**config.mk**
```make
export PLATFORM = sky130hd
export DESIGN_NAME = instruction_fetch_unit
export DESIGN_NICKNAME = d
export VERILOG_FILES = /design/src/rtl/instruction_fetch_unit.sv
export SDC_FILE = /design/constraint.sdc
export NUM_CORES = 1
export LEC_CHECK = 0
export ABC_AREA = 1
export BUFFER_PORTS_ARGS = -buffer_cell sky130_fd_sc_hd__buf_4
export CAP_MARGIN = 0
export CORE_ASPECT_RATIO = 0.9
export CORE_MARGIN = 2
export CORE_UTILIZATION = 47
export DETAILED_ROUTE_END_ITERATION = 12
export PLACE_DENSITY = 0.76
export SETUP_SLACK_MARGIN = 0.2
export SLEW_MARGIN = 10
export SYNTH_ARGS = -nofsm -noshare
export SYNTH_HDL_FRONTEND = slang
export SYNTH_SLANG_ARGS = --single-unit
```
**constraint.sdc**
```tcl
create_clock -name CLK -period 1.71 [get_ports CLK]
set_input_delay 0.342 -clock CLK [delete_from_list [all_inputs] [get_ports CLK]]
set_output_delay 0.342 -clock CLK [all_outputs]
set_load 0.005 [all_outputs]
```
**src/rtl/instruction_fetch_unit.sv**
```systemverilog
// -----------------------------------------------------------------------------
// instruction_fetch_unit
//   Front end of the Frankie multicycle CPU. Owns the PC, fetches instruction
//   words over a req/ack handshake into a one-entry prefetch buffer, loads the
//   IR on InstWrite and decodes it for the control unit and datapath.
//
// Ports
//   CLK, Reset             clock, asynchronous active-high reset
//   PCWrite, PCSrc[2:0]    PC update strobe and next-PC select
//   InstWrite              load IR from prefetch buffer (or bypass on ack)
//   mary_in, shelley_in    DATA_W register sources for the next PC
//   ra_in                  return address source
//   comp_flag              condition for PCSrc 110 / 111
//   imem_req, imem_addr    fetch request and address
//   imem_ack, imem_rdata   fetch data valid and word
//   OPCODE, flagbit, imm   IR[15:11], IR[10], IR[9:0] zero-extended
//   pc_out                 current PC
//   stall                  control unit must hold state
//
// Optional feature (macro IFU_PERF_CNT_EN)
//   Adds input perf_clr (synchronous clear) and output stall_count[15:0], a
//   saturating count of cycles with stall asserted.
// -----------------------------------------------------------------------------
`timescale 1ns/1ps
module instruction_fetch_unit #(
  parameter int               DATA_W   = 16,
  parameter int               ADDR_W   = 16,
  parameter int               PC_STEP  = 2,
  parameter logic [ADDR_W-1:0] RESET_PC = '0
) (
  input  logic              CLK,
  input  logic              Reset,
  input  logic              PCWrite,
  input  logic [2:0]        PCSrc,
  input  logic              InstWrite,
  input  logic [DATA_W-1:0] mary_in,
  input  logic [DATA_W-1:0] shelley_in,
  input  logic [ADDR_W-1:0] ra_in,
  input  logic              comp_flag,
  output logic              imem_req,
  output logic [ADDR_W-1:0] imem_addr,
  input  logic              imem_ack,
  input  logic [DATA_W-1:0] imem_rdata,
  output logic [4:0]        OPCODE,
  output logic              flagbit,
  output logic [ADDR_W-1:0] imm,
  output logic [ADDR_W-1:0] pc_out,
`ifdef IFU_PERF_CNT_EN
  input  logic              perf_clr,
  output logic [15:0]       stall_count,
`endif
  output logic              stall
);

  typedef enum logic [1:0] {
    S_REQ  = 2'd0,
    S_FULL = 2'd1,
    S_DROP = 2'd2
  } state_t;

  state_t              r_state;
  logic                r_req;
  logic [ADDR_W-1:0]   r_pc;
  logic [DATA_W-1:0]   r_ir;
  logic [DATA_W-1:0]   r_buf;

  state_t              w_state_nxt;
  logic [ADDR_W-1:0]   w_pc_sel;
  logic [ADDR_W-1:0]   w_imm;
  logic                w_redirect;
  logic                w_fetch_hit;

  // Register-file values are DATA_W wide; fit them onto the address width.
  function automatic logic [ADDR_W-1:0] fit_addr(input logic [DATA_W-1:0] d);
    return ADDR_W'(d);
  endfunction

  assign w_imm = ADDR_W'(r_ir[9:0]);

  always_comb begin
    w_pc_sel = r_pc;
    unique case (PCSrc)
      3'b000: w_pc_sel = r_pc + ADDR_W'(PC_STEP);
      3'b001: w_pc_sel = fit_addr(shelley_in);
      3'b010: w_pc_sel = w_imm;
      3'b011: w_pc_sel = ra_in;
      3'b100: w_pc_sel = fit_addr(mary_in);
      3'b101: w_pc_sel = fit_addr(shelley_in);
      3'b110: w_pc_sel = comp_flag ? w_imm : r_pc;
      3'b111: w_pc_sel = comp_flag ? fit_addr(shelley_in) : r_pc;
      default: w_pc_sel = r_pc;
    endcase
  end

  // Only a PC change counts as a redirect; a not-taken branch keeps the buffer.
  assign w_redirect  = PCWrite && (w_pc_sel != r_pc);
  // Ack for a live (non-discarded) request.
  assign w_fetch_hit = (r_state == S_REQ) && imem_ack;

  always_comb begin
    w_state_nxt = r_state;
    unique case (r_state)
      S_REQ: begin
        if (imem_ack) begin
          // Bypassed or redirected data never lands in the buffer.
          w_state_nxt = (InstWrite || w_redirect) ? S_REQ : S_FULL;
        end else if (w_redirect) begin
          w_state_nxt = S_DROP;
        end
      end
      S_FULL: begin
        if (InstWrite || w_redirect) w_state_nxt = S_REQ;
      end
      S_DROP: begin
        if (imem_ack) w_state_nxt = S_REQ;
      end
      default: w_state_nxt = S_REQ;
    endcase
  end

  always_ff @(posedge CLK or posedge Reset) begin
    if (Reset) begin
      r_state <= S_REQ;
      r_req   <= 1'b1;
      r_pc    <= RESET_PC;
      r_ir    <= '0;
      r_buf   <= '0;
    end else begin
      r_state <= w_state_nxt;
      r_req   <= (w_state_nxt == S_REQ);
      if (PCWrite) r_pc <= w_pc_sel;
      if (w_fetch_hit && !InstWrite) r_buf <= imem_rdata;
      // IR loads before any redirect invalidates the buffer.
      if (InstWrite) begin
        if (r_state == S_FULL) r_ir <= r_buf;
        else if (w_fetch_hit)  r_ir <= imem_rdata;
      end
    end
  end

  // In DROP the outstanding data belongs to the old PC, so it cannot satisfy
  // an InstWrite even when it arrives.
  assign stall = InstWrite &&
                 (((r_state == S_REQ) && !imem_ack) || (r_state == S_DROP));

  assign imem_req  = r_req;
  assign imem_addr = r_pc;
  assign pc_out    = r_pc;
  assign OPCODE    = r_ir[15:11];
  assign flagbit   = r_ir[10];
  assign imm       = w_imm;

`ifdef IFU_PERF_CNT_EN
  logic [15:0] r_stall_count;

  always_ff @(posedge CLK or posedge Reset) begin
    if (Reset) begin
      r_stall_count <= '0;
    end else if (perf_clr) begin
      r_stall_count <= '0;
    end else if (stall && (r_stall_count != 16'hFFFF)) begin
      r_stall_count <= r_stall_count + 16'd1;
    end
  end

  assign stall_count = r_stall_count;
`endif

endmodule

```
==> results of run 1 <==
==> how the worst min path moves through the flow <==
stage	start	end	slack (ns)	depth (start not counted)
after CTS	Reset	imem_addr[4]	0.09	2
final	Reset	r_ir[0]	0.07	2
after global routing	Reset	r_ir[0]	0.12	2
after global placement	Reset	r_ir[5]	0.43	2
after floorplan	Reset	imem_addr[0]	0.39	1
after detailed placement	Reset	r_ir[0]	0.44	2
==> state kept, by name (all words and copies together) (netlist names) <==
signal,cells
imem_addr,16
r_ir,16
imem_req,1
r_state,2
r_buf,16
==> synth_stat cells (6+ instances only) <==
library cell / n
nand3_1: 37
inv_1: 65
nor2_1: 59
a21oi_1: 7
clkbuf_1: 15
o211ai_1: 16
dfrtp_1: 50
buf_4: 24
nand2_1: 275
o21ai_0: 64
o21ai_1: 6
nand4_1: 7
==> report_power, final <==
group | internal, uW | total (uW) | switching, uW
sequential | 1420 | 1620 | 203
combinational | 871 | 1740 | 871
clock | 303 | 770 | 467
total | 2590 | 4130 | 1540
==> metrics by stage <==
| step | utilization, % | worst slack (ns) | hold slack [ns] |
|---|---|---|---|
| floorplan | - | -0.0282 | 0.390 |
| global placement | 64.4 | -0.442 | 0.428 |
| detailed placement | 64.4 | -0.441 | 0.436 |
| CTS | 65.8 | -0.263 | 0.0944 |
| global route | 67.4 | -0.461 | 0.117 |
| finish | 67.4 | -0.318 | 0.0652 |
==> routing by layer <==
metal	up-vias	global-route usage, %	wire length [um]
li1	2370	-	-
met1	2216	39.0	5750
met2	228	49.2	6520
met3	29	3.35	979
met4	0	8.22	290
met5	-	0	0
==> kinds of logic after synthesis <==
logic type | count (synthesis) | synth area share [%]
simple gates | 395 | 40.3
buf+inv | 118 | 13.9
compound gates | 95 | 13.0
flops | 51 | 31.7
xor+xnor | 3 | 0.653
fa+ha+maj | 1 | 0.311
other cells | 1 | 0.0932
==> layout make-up <==
class	count	area [sq um]	share of cell area [%]
Clock buffer	5	68.8	1.21
Tap cell	119	149	2.62
Multi-Input combinational cell	500	2360	41.4
Sequential cell	51	1280	22.5
Inverter	72	274	4.81
Timing Repair Buffer	189	1540	27.0
Clock inverter	3	26.3	0.462
==> worst max-delay path, cell delays in order (launching register included) <==
cell and delay, ns:
dfrtp_2 0.45, ha_4 0.19, nand2_4 0.06, nor2_4 0.18, nand4_1 0.14, nand3_2 0.12, nand2_2 0.06, nand2_1 0.05
nand2_1 0.05, nor2_1 0.10, nand2_1 0.07, nor2_2 0.14, nand2_1 0.08, nand2_2 0.09, nand2_2 0.05, nand2_2 0.06
nand2_1 0.05, inv_1 0.04
==> repair_timing <==
action                     in CTS  in global routing
buffers inserted                2                  4
resized for setup               5                 35
setup endpoints to repair       7                 15
pin swaps                       8                 14
==> flow_metrics.tcl, run 1 <==
set metrics [dict create \
    die_w_um 102 \
    n_antenna_cell 0 \
    cp.arrival_ns 2.30 \
    cts_buffers 5 \
    grt_pass1_wl_mm 21.5 \
    cp-startpoint "imem_addr[1]" \
    drt-total-wl_mm 13.5 \
    io-pin-count 129 \
    ys_ff_latch 51 \
    setup_viol 3 \
    layout_common_cells "nand2_1 (264), buf_4 (172), inv_1 (62), o21ai_0 (59), nor2_1 (51)" \
    synthTopCellsByArea "dfrtp_1 (31%), nand2_1 (26%), o21ai_0 (8.0%)" \
    vias 4843 \
    hold_path.class "in -> async" \
    rsz0062_at_grt "true" \
    synthCells 664 \
    worstPathMaxFanout 6 \
    cts_tree "done" \
    placedCellCount 925 \
    instances_no_fill 939 \
    viasPerCell 5.16 \
    ys_async_sr_fraction_pct 100 \
    finClkSkew_ns 0.00550 \
    nets 893 \
    rows 32 \
    n_fill_cell 723 \
    power_uw 4130 \
    route.detailed.drc 0 \
    clk_latency_ns 0.32 \
    antenna_found_initial 0 \
    crit_end "imem_req" \
    peakVddDrop_mv 0.462 \
    syn_area_sq_mm 0.00402 \
    wl_per_cell_um 14.4 \
    cts.path.max_buffers 2 \
    h-tree-depth 2 \
    cts_num_sinks 51 \
    report.final.hold_viol_count 0 \
    io_buffers 122 \
    end_kind "flip-flop" \
    drtIter0Drc 287 \
    r2r-end "imem_req" \
    yosysUniqueCellTypes 29 \
    fin_crit_sh_pct 119 \
    maxSlewViolCount 0 \
    rr_startpoint "imem_addr[1]" \
    core_area_sq_mm 0.00845 \
    die_area_sq_mm 0.00932 \
    finalSetupTns_ns -0.880 \
    yosys_warnings 0 \
    rrSetupSlack_ns -0.32 \
    hold_buffers 0 \
    ys_seq_area_share_pct 31.7 \
    dpl.hpwl_mm 10.3 \
    maxCapViolations 0 \
    fmax_ghz 0.493 \
    area_delta_synth_final_pct 41.5 \
    rr_worst_depth 17 \
    initial_core_util_pct 47.6 \
    powerDensity_mw_per_mm2 726 \
    gr-total-overflow 0 \
    grtUsageTotal_pct 29.1 \
    synth_area_leader_cell "dfrtp_1" \
    first_pass_iters 8 \
    grt_max_degree 33 \
    avgSynthCellArea_sq_um 6.06 \
    min_period_ns 2.03 \
    clkTransAtPathRegs_ns 0.10 \
    leakage_uw 0.00308 \
    antenna_left 0 \
    tightest_slew_ns 0.569 \
    cts-root-buf "clkbuf_8" \
    fin_ws_ns -0.318 \
    grt_pass1_vias 4562 \
    ys.flop_type "dfrtp_1" \
    finalInstanceArea_sq_mm 0.00569 \
    synth.top_cell.area_share_pct 31.1 \
    layout_commonest_cell "nand2_1" \
    status "finished, violations left" \
    die_h_um 91.8 \
    crit_type "reg -> reg" \
    synth_edf_count 0 \
    failed_checks "setup timing" \
    relSlewSlack_pct 62.0 \
    required_ns 1.98 \
    gp_congestion 0.940 \
    startpoint_type "flip-flop" \
    dpl_cell_area_sq_mm 0.00544 \
    drive_gt1_share_pct 30.7 \
]
(Power assumes the default switching activity.)
==> inputs of run 2 (changes only) <==
--- a/config.mk
+++ b/config.mk
@@ -14,6 +14,7 @@
 export DETAILED_ROUTE_END_ITERATION = 12
 export PLACE_DENSITY = 0.76
 export SETUP_SLACK_MARGIN = 0.2
+export SKIP_LAST_GASP = 1
 export SLEW_MARGIN = 10
 export SYNTH_ARGS = -nofsm -noshare
 export SYNTH_HDL_FRONTEND = slang
==> run 2 against run 1 <==
  * The run still ends with setup timing left
  * Fmax grew 1.4%
  * Global-route usage unchanged
  * Power shrank 0.68%
  * Critical path depth stayed put
  * Combinational power is essentially flat
  * Hold slack better by 0.0015 ns
  * Sequential share of layout area rose by 0.090 points
  * Die area stayed put
==> flow_metrics.tcl, run 2 (synthesis results as in run 1) <==
set metrics [dict create \
    instances_no_fill 939 \
    p_sw_uw 1530 \
    cts_buffers 5 \
    drtIter0Drc 323 \
    crit_path_frequent_cell "nand2_1" \
    finalSetupTns_ns -0.797 \
    end_kind "flip-flop" \
    dpl.hpwl_mm 10.3 \
    first_pass_iters 5 \
    clkTransAtPathRegs_ns 0.10 \
    grt.busiest_layer "met2" \
    grtUsageTotal_pct 29.1 \
    required_ns 1.98 \
    area_delta_synth_final_pct 40.9 \
    gr-total-overflow 0 \
    fin_ws_ns -0.291 \
    p_int_uw 2580 \
    swShare_pct 37.2 \
    peakVddDrop_mv 0.462 \
    hold_buffers 0 \
    grt_max_degree 33 \
    finClkSkew_ns 0.00619 \
    io-pin-count 129 \
    min_period_ns 2.00 \
    crit_type "reg -> reg" \
    rows 32 \
    wl_per_cell_um 14.3 \
    nets 893 \
    fmax_ghz 0.500 \
    r2r-end "imem_req" \
    rr_startpoint "imem_addr[1]" \
    rr_worst_depth 17 \
    report.final.hold_viol_count 0 \
    antenna_found_initial 0 \
    die_w_um 102 \
    placedCellCount 925 \
    met2_usage_pct 49.2 \
    route.detailed.drc 0 \
    grt_pass1_vias 4562 \
    layout_commonest_cell "nand2_1" \
    cts_num_sinks 51 \
    initial_core_util_pct 47.6 \
    cts-root-buf "clkbuf_8" \
    cts_tree "done" \
    critical_path.slowest_cell "dfrtp_2" \
    cpLargestDelayFamily "simple AND/OR/NAND/NOR gates" \
    viasPerCell 5.11 \
    drive_gt1_share_pct 30.7 \
    die_h_um 91.8 \
    relSlewSlack_pct 62.2 \
    max_stage_delay_ns 0.45 \
    clk_latency_ns 0.31 \
    setup_viol 3 \
    leakage_uw 0.00307 \
    h-tree-depth 2 \
    hold_path.class "in -> async" \
    startpoint_type "flip-flop" \
    rsz0062_at_grt "true" \
    antenna_left 0 \
    fin_crit_sh_pct 117 \
    core_area_sq_mm 0.00845 \
    drt-total-wl_mm 13.4 \
    worstPathMaxFanout 6 \
    clkPwrFrac_pct 18.7 \
    vias 4798 \
    grt_pass1_wl_mm 21.5 \
    layout_common_cells "nand2_1 (264), buf_4 (178), inv_1 (62), o21ai_0 (59), nor2_1 (51)" \
    gp_congestion 0.940 \
    rrSetupSlack_ns -0.29 \
    cp.arrival_ns 2.27 \
    use_met1_pct 39.0 \
    path_buf_inv 1 \
    post-route-util_pct 67.1 \
    gr-usage-met3_pct 3.35 \
    p_seq_share_pct 39.4 \
    combPwrFrac_pct 41.9 \
    powerDensity_mw_per_mm2 724 \
    status "finished, violations left" \
    maxCapViolations 0 \
    finalInstanceArea_sq_mm 0.00567 \
    maxSlewViolCount 0 \
    dpl_cell_area_sq_mm 0.00544 \
    n_antenna_cell 0 \
    path_cells "ha_4, nand2_4, nor2_4, nand4_1, nand3_2, nand2_2, nand2_1, nand2_1, nor2_1, nand2_1, nor2_2, nand2_1, nand2_2, nand2_2, nand2_2, nand2_1, inv_1" \
    io_buffers 122 \
    failed_checks "setup timing" \
    die_area_sq_mm 0.00932 \
    cts.path.max_buffers 2 \
    tightest_slew_ns 0.566 \
]
[run 2: changes by cell type in the layout (fill, tap and decap cells not counted)]
cell   delta
buf_4     +6
buf_6     -6
[run 2: how the worst max path moves through the flow]
stage,slack [ns],endpoint,start,depth (start not counted)
2_1_floorplan,-0.03,r_state[1],imem_addr[1],18
3_3_place_gp,-0.44,imem_req,comp_flag,18
3_5_place_dp,-0.44,imem_req,comp_flag,17
4_1_cts,-0.26,imem_req,imem_addr[2],17
5_1_grt,-0.46,imem_req,imem_addr[1],17
6_report,-0.29,imem_req,imem_addr[1],17
[run 2: power by group through the flow]
stage	sequential (uW)	clock (uW)	combinational [uW]
2_1_floorplan	1610	0	828
3_3_place_gp	1630	0	1600
3_5_place_dp	1630	0	1630
4_1_cts	1610	782	1650
5_1_grt	1650	829	1910
6_report	1620	766	1720
[run 2: timing repair]
action	in CTS	in global routing
pin swaps	6	14
buffers inserted	2	4
setup endpoints to repair	7	15
resized for setup	5	29
cloned	0	0
[run 2: worst reg2reg max path, delay by kind of cell, from the launching register on]
| family | cells | cell delay, ns |
|---|---|---|
| AND/OR/NAND/NOR | 15 | 1.28 |
| flip-flops | 1 | 0.45 |
| buffers and inverters | 1 | 0.04 |
| adder cells (fa/ha/maj) | 1 | 0.19 |
[run 2: stage by stage]
step                total power (uW)  hold WS [ns]  setup slack (ns)
floorplan                       2440         0.390           -0.0282
global placement                3220         0.428            -0.442
detailed placement              3260         0.436            -0.441
CTS                             4050        0.0944            -0.263
global route                    4390         0.117            -0.461
finish                          4100        0.0668            -0.291
[run 2: layer usage]
metal  vias up  part of all wire [%]  routed length, um
met5         -                     0                  0
met4         0                   2.0                274
met3        23                   6.8                912
met2       221                    48               6390
met1      2183                    43               5820
li1       2371                     -                  -
[run 2: layout make-up]
type	instances	area, sq um
clock inverter	3	26.3
tap	119	149
clock buffer	5	68.8
fill	726	2780
timing repair buffer	189	1510
multi-input combinational	500	2360
sequential	51	1280
inverter	72	274
